**src/rtl/gray_conv_arbiter.sv**
```systemverilog
// Four-requester round-robin arbiter that converts the winner's Gray word to binary
// and holds the result under a valid/ready handshake.
module gray_conv_arbiter #(
  parameter int WIDTH = 3
) (
  input  logic                 clk_in,
  input  logic                 rstn_in,
  input  logic [3:0]           req_in,
  input  logic [4*WIDTH-1:0]   gray_in,
  input  logic                 ready_in,
  output logic [3:0]           grant_out,
  output logic                 valid_out,
  output logic [WIDTH-1:0]     bin_out,
  output logic [1:0]           id_out,
  output logic                 busy_out
);

  typedef enum logic [1:0] {
    ST_IDLE = 2'd0,
    ST_CONV = 2'd1,
    ST_HOLD = 2'd2
  } state_t;

  state_t           r_state;
  logic [1:0]       r_ptr;
  logic [1:0]       r_win;
  logic [WIDTH-1:0] r_gray;
  logic [3:0]       r_grant;
  logic             r_valid;
  logic [WIDTH-1:0] r_bin;
  logic [1:0]       r_id;
  logic             r_busy;

  logic [1:0]       w_winner;
  logic [WIDTH-1:0] w_slice;

  // Rotate requests so the pointer lands on bit 0, then take the lowest set bit.
  function automatic logic [1:0] rr_pick(input logic [3:0] req, input logic [1:0] ptr);
    logic [7:0] dbl;
    logic [3:0] rot;
    logic [1:0] off;
    dbl = {req, req} >> ptr;
    rot = dbl[3:0];
    casez (rot)
      4'b???1: off = 2'd0;
      4'b??10: off = 2'd1;
      4'b?100: off = 2'd2;
      4'b1000: off = 2'd3;
      default: off = 2'd0;
    endcase
    return ptr + off;
  endfunction

  function automatic logic [WIDTH-1:0] gray2bin(input logic [WIDTH-1:0] g);
    logic [WIDTH-1:0] b;
    b[WIDTH-1] = g[WIDTH-1];
    for (int k = WIDTH - 2; k >= 0; k--) begin
      b[k] = b[k+1] ^ g[k];
    end
    return b;
  endfunction

  // Winner selection and slice extraction for the current request vector.
  always_comb begin
    w_winner = rr_pick(req_in, r_ptr);
    w_slice  = gray_in[int'(w_winner)*WIDTH +: WIDTH];
  end

  // Control FSM; every output is a register updated here.
  always_ff @(posedge clk_in) begin
    if (!rstn_in) begin
      r_state <= ST_IDLE;
      r_ptr   <= 2'd0;
      r_win   <= 2'd0;
      r_gray  <= '0;
      r_grant <= 4'd0;
      r_valid <= 1'b0;
      r_bin   <= '0;
      r_id    <= 2'd0;
      r_busy  <= 1'b0;
    end else begin
      case (r_state)
        ST_IDLE: begin
          if (|req_in) begin
            r_grant <= 4'b0001 << w_winner;
            r_gray  <= w_slice;
            r_win   <= w_winner;
            r_ptr   <= w_winner + 2'd1;
            r_busy  <= 1'b1;
            r_state <= ST_CONV;
          end
        end
        ST_CONV: begin
          r_grant <= 4'd0;
          r_bin   <= gray2bin(r_gray);
          r_id    <= r_win;
          r_valid <= 1'b1;
          r_state <= ST_HOLD;
        end
        ST_HOLD: begin
          if (ready_in) begin
            r_valid <= 1'b0;
            r_busy  <= 1'b0;
            r_state <= ST_IDLE;
          end
        end
        default: begin
          r_grant <= 4'd0;
          r_valid <= 1'b0;
          r_busy  <= 1'b0;
          r_state <= ST_IDLE;
        end
      endcase
    end
  end

  assign grant_out = r_grant;
  assign valid_out = r_valid;
  assign bin_out   = r_bin;
  assign id_out    = r_id;
  assign busy_out  = r_busy;

endmodule

```
**config.mk**
```make
export PLATFORM = sky130hd
export DESIGN_NAME = gray_conv_arbiter
export DESIGN_NICKNAME = d
export VERILOG_FILES = /design/src/rtl/gray_conv_arbiter.sv
export SDC_FILE = /design/constraint.sdc
export NUM_CORES = 1
export LEC_CHECK = 0
export ABC_AREA = 1
export ABC_CLOCK_PERIOD_IN_PS = 1800
export BUFFER_PORTS_ARGS = -buffer_cell sky130_fd_sc_hd__buf_2
export CELL_PAD_IN_SITES_DETAIL_PLACEMENT = 1
export CELL_PAD_IN_SITES_GLOBAL_PLACEMENT = 2
export CORE_AREA = 5 5 75 70
export CTS_BUF_LIST = sky130_fd_sc_hd__clkbuf_8
export DETAILED_ROUTE_END_ITERATION = 10
export DIE_AREA = 0 0 80 75
export PLACE_DENSITY_LB_ADDON = 0.1
export SYNTH_ARGS = -nofsm -noshare
export SYNTH_HDL_FRONTEND = slang
export SYNTH_SLANG_ARGS = --single-unit
```
**constraint.sdc**
```tcl
create_clock -name clk_in -period 1.8 [get_ports clk_in]
set_input_delay 0.36 -clock clk_in [delete_from_list [all_inputs] [get_ports clk_in]]
set_output_delay 0.36 -clock clk_in [all_outputs]
set_load 0.03 [all_outputs]
```
==> flow_metrics.tcl, run 1 <==
set metrics [dict create \
    synthMuxAreaShare 0 \
    relSlewSlack 0.7553 \
    grt_pass1_wl_mm 5.809 \
    synth_top_family_by_area "simple AND/OR/NAND/NOR gates" \
    max_freq_mhz 524.1 \
    synth-simple-area-share 0.3967 \
    syn_area_um2 1054 \
    ys.flop_type "dfxtp_1" \
    vias 1180 \
    layout_common_cells "31 x nand2_1, 29 x buf_2, 22 x nor2_1" \
    drive_gt1_frac 0.4541 \
    synth_xor_area_frac 0.02494 \
    rows 23 \
    final_hold_viol_count 0 \
    grt_max_degree 13 \
    grt_usage 0.1204 \
    drv_slew 0 \
    final.setup_skew_ns 0.003827 \
    synthArstFlopShare 0 \
    instances_no_fill 269 \
    cts_tree "built" \
    yosys.cell_types.count 25 \
    worst_pin_slew_ns 0.3666 \
    setup_viol 9 \
    violations "setup timing" \
    startpoint_type "flop" \
    ant_nets 0 \
    drc 0 \
    dr.pass1.iters 3 \
    die_x_um 80 \
    dieArea_um2 6000 \
    post-place-cells 258 \
    area_delta_synth_final_pct 54.63 \
    min_period_over_period 1.060 \
    numCtsBuffers 3 \
    dp_hpwl_mm 2.516 \
    min_period_ns 1.908 \
    wire_per_inst_um 12.34 \
    first_global_vias 1253 \
    required_ns 1.99 \
    rsz0062_at_grt "yes" \
    cp.arrival_ns 2.10 \
    core-area_um2 4374 \
    cts_hold_buf 0 \
    cts_max_level 1 \
    ir_drop_v 0.0005595 \
    cp-end-kind "flop" \
    p_total_uw 2824 \
    synth-seq-cells 20 \
    insertion_delay_ns 0.26 \
    synth-adder-area-share 0.01188 \
    grt.overflow.total 0 \
    start_util 0.2408 \
    clockRootBuffer "clkbuf_8" \
    gp_congestion 0.7702 \
    hold_class "primary input to flop" \
    cts_sinks 20 \
    synth_nets 174 \
    finalNetCount 228 \
    seq_area_frac_synth 0.3800 \
    cts.reportedPaths.clkPinSlew_ns 0.07 \
    syn_area_per_cell_um2 6.841 \
    ctsLongestPathBuffers 2 \
    die_h_um 75 \
    yosys_warnings 0 \
    fin_ws_ns -0.1079 \
    synth-compound-area-share 0.1211 \
    cp_max_fo 6 \
    drt_iter0_drc 28 \
    antenna_cells 0 \
    viasPerCell 4.387 \
    io-pin-count 30 \
    path_class "flop to flop" \
    fillers 570 \
    postSynthCellCount 154 \
    wirelength_mm 3.320 \
    antenna_found_initial 0 \
    synth-edff-count 0 \
    maxCapViolations 0 \
    p_leak_uw 0.0007786 \
    p_per_area_nw_per_um2 1733 \
    status "complete, but fails checks" \
    portBuffers 29 \
    final_common_cell "nand2_1" \
]
per-layer routing:
| metal | wire length, um | global-route usage | vias up |
|---|---|---|---|
| met5 | 0 | 0 | - |
| li1 | - | - | 607 |
| met3 | 130 | 0.03469 | 3 |
| met1 | 1487 | 0.1484 | 552 |
| met4 | 9 | 0.02064 | 0 |
| met2 | 1692 | 0.2132 | 18 |
registers in the layout, indices dropped and copies added (netlist names):
name and flops:
busy_out 1, id_out 2, bin_out 3, r_gray 3, r_state 2, valid_out 1, grant_out 4, r_ptr 2
r_win 2
report_power, final:
group          leakage (uW)  switching [uW]  internal [uW]
sequential         0.000166            90.8            564
combinational      0.000583            1010            816
clock             0.0000288             146            195
synth_stat cells, types with 3 or more instances:
cell type	count	area (um2)
a21oi_1	8	40.04
dfxtp_1	20	400.4
inv_1	9	33.78
inv_2	4	15.01
nand2_1	37	138.9
nand2_2	3	18.77
nand3_1	20	100.1
nor2_1	23	86.33
o21ai_0	12	60.06
xnor2_1	3	26.28
stage by stage:
| step | util | hold WS [ns] | worst slack (ns) | setup TNS, ns | cell area [um2] |
|---|---|---|---|---|---|
| floorplan | - | 0.4593 | 0.02546 | 0 | 1069 |
| finish | 0.3724 | 0.3775 | -0.1079 | -0.7521 | 1629 |
| CTS | 0.3576 | 0.3749 | -0.1299 | -0.9201 | 1564 |
| detailed placement | 0.3189 | 0.4585 | -0.2625 | -2.034 | 1395 |
| global placement | 0.3189 | 0.4613 | -0.1537 | -1.008 | 1395 |
| global route | 0.3724 | 0.3998 | -0.2872 | -2.122 | 1629 |
worst max-delay path, cell delays in order, from the launching register on:
cell,delay [ns]
dfxtp_4,0.40
inv_6,0.06
nand2_2,0.06
nand3_2,0.06
nand2_2,0.07
nand3_2,0.06
a21boi_2,0.14
ha_2,0.24
xnor2_4,0.14
nand3_4,0.19
nand2_8,0.13
nand2_2,0.06
buf_4,0.13
a21oi_2,0.09
cells by family (layout without fill, tap and decap cells):
logic type | count (synthesis) | in the layout
simple gates | 89 | 90
compound gates | 24 | 24
flops | 20 | 20
buf+inv | 17 | 69
xor+xnor | 3 | 3
fa+ha+maj | 1 | 1
cell type report:
class | instances | area, um2 | share of cell area
Sequential cell | 20 | 407.9 | 0.2504
Clock buffer | 4 | 55.05 | 0.03379
Timing Repair Buffer | 51 | 317.8 | 0.1951
Inverter | 14 | 60.06 | 0.03687
Multi-Input combinational cell | 118 | 710.7 | 0.4363
Tap cell | 62 | 77.57 | 0.04762
final timing paths:
path                 from           end  slack (ns)  cells past startpoint
max              r_ptr[0]  grant_out[2]       -0.11                     13
min              ready_in    r_state[1]        0.38                      4
max reg2reg      r_ptr[0]  grant_out[2]       -0.11                     13
min reg2reg  grant_out[3]  grant_out[3]        0.47                      2
repair_timing:
| item | 4_1_cts | 5_1_grt |
|---|---|---|
| buffers inserted | 5 | 1 |
| setup endpoints to repair | 10 | 11 |
| resized for setup | 17 | 13 |
| pin swaps | 11 | 9 |
| gates cloned | 1 | 0 |
Power figures use the tool's default switching activity.
==> inputs of run 2 (changes only) <==
Settings changed: CORE_AREA 5 5 75 70 to 3 3 73 68, DIE_AREA 0 0 80 75 to 0 0 76 71.
==> run 2 against run 1 <==
The run still ends with setup timing left; hold slack better by 0.0062 ns; setup slack got worse by 0.014 ns; sequential power is essentially flat; largest power group unchanged; design area is 1.0% lower; total power shrank 3.0%; first-iteration DRC count rose by 3.6%.
==> flow_metrics.tcl, run 2 (synthesized netlist as in run 1, its figures left out) <==
set metrics [dict create \
    status "complete, but fails checks" \
    violations "setup timing" \
    area_delta_synth_final_pct 53.09 \
    startpoint_type "flop" \
    finalNetCount 225 \
    p_leak_uw 0.0007699 \
    worst_pin_slew_ns 0.3596 \
    first_global_vias 1267 \
    layout_common_cells "31 x nand2_1, 29 x buf_2, 22 x nor2_1" \
    drive_gt1_frac 0.4532 \
    min_period_ns 1.922 \
    post-route-util 0.3711 \
    maxUsedRoutingLayer "met4" \
    route.met2.wl_mm 1.648 \
    required_ns 1.98 \
    cp-end-kind "flop" \
    min_period_over_period 1.068 \
    min-delay-start "ready_in" \
    met1_length_mm 1.370 \
    rows 23 \
    dr.pass1.iters 3 \
    clockRootBuffer "clkbuf_8" \
    die_h_um 71 \
    drt_iter0_drc 29 \
    routed-wl-met3_um 154 \
    cts.reportedPaths.clkPinSlew_ns 0.07 \
    rsz0062_at_grt "yes" \
    hold_end "r_state[1]" \
    die_x_um 76 \
    grt_usage 0.1265 \
    fin_ws_ns -0.1221 \
    numCtsBuffers 3 \
    hold_slack_ns 0.3837 \
    wirelength_mm 3.195 \
    core-area_um2 4345 \
    reg2reg_depth 12 \
    rrSetupSlack_ns -0.12 \
    gp_congestion 0.7134 \
    setup_viol 9 \
    antenna_cells 0 \
    hold_class "primary input to flop" \
    final_common_cell "nand2_1" \
    rr_startpoint "r_ptr[0]" \
    wire_per_inst_um 12.06 \
    ir_drop_v 0.0005645 \
    ant_nets 0 \
    start_util 0.2424 \
    cp.arrival_ns 2.11 \
    cts_hold_buf 0 \
    fillers 549 \
    cts_tree "built" \
    drc 0 \
    p_per_area_nw_per_um2 1698 \
    cts_max_level 1 \
    max_freq_mhz 520.3 \
    maxCapViolations 0 \
    ctsLongestPathBuffers 2 \
    portBuffers 29 \
    p_total_uw 2739 \
    io-pin-count 30 \
    largest_register_ffs 4 \
    insertion_delay_ns 0.25 \
    cts_sinks 20 \
    vias 1168 \
    relSlewSlack 0.7600 \
    viasPerCell 4.408 \
    grt_pass1_wl_mm 5.733 \
    r2r-end "grant_out[2]" \
    dieArea_um2 5396 \
    final.setup_skew_ns 0.001270 \
    whs_path_depth 4 \
    dp_hpwl_mm 2.413 \
    path_class "flop to flop" \
    antenna_found_initial 0 \
    drv_slew 0 \
    grt_max_degree 13 \
    cp_max_fo 6 \
    grt.overflow.total 0 \
    final_hold_viol_count 0 \
]
==> run 2: layer usage <==
metal  up-vias  global-route usage
met3         4             0.04198
met2        18              0.2293
met4         0             0.01207
met5         -                   0
li1        600                   -
met1       546              0.1518
==> run 2: power breakdown <==
group | switching, uW | internal (uW)
clock | 136 | 149
sequential | 90.8 | 562
combinational | 1010 | 789
total | 1240 | 1500
==> run 2: final cells by class <==
cell class                 instances  area, um2  share of cell area
clock buffer                       3      41.29             0.02560
tap                               62      77.57             0.04810
multi-input combinational        118      737.0              0.4569
inverter                          14      60.06             0.03724
sequential                        20      405.4              0.2514
timing repair buffer              48      291.5              0.1808
==> run 2: worst max-delay path: stages (launching register included) <==
cell and delay [ns]:
dfxtp_4 0.38, inv_6 0.08, nand2_1 0.09, nand3_1 0.09, nand2_1 0.08, a21boi_2 0.20, ha_4 0.18, xnor2_4 0.13
nand3_4 0.19, nand2_8 0.14, nand2_4 0.06, buf_4 0.14, a21oi_2 0.10
==> run 2: worst max path at each step <==
stage / from / to
detailed placement: req_in[1] / r_gray[0]
finish: r_ptr[0] / grant_out[2]
global placement: req_in[1] / r_gray[0]
CTS: r_ptr[0] / r_gray[0]
floorplan: r_ptr[0] / r_gray[0]
global route: r_ptr[0] / r_ptr[1]
==> run 2: timing repair <==
item                       in CTS  in global routing
setup buffers                   3                  1
gates cloned                    1                  0
gates resized for setup        14                 19
setup endpoints to repair       9                 11
pin swaps                      12                 16
hold endpoints to repair        0                  0
==> run 2: through the flow <==
step	std cells	area [um2]	setup WS (ns)	setup TNS, ns
CTS	264	1516	-0.1516	-1.052
finish	265	1613	-0.1221	-0.8391
global route	265	1613	-0.2605	-2.050
detailed placement	257	1388	-0.2615	-1.770
floorplan	154	1069	0.02546	0
global placement	257	1388	-0.1822	-1.047
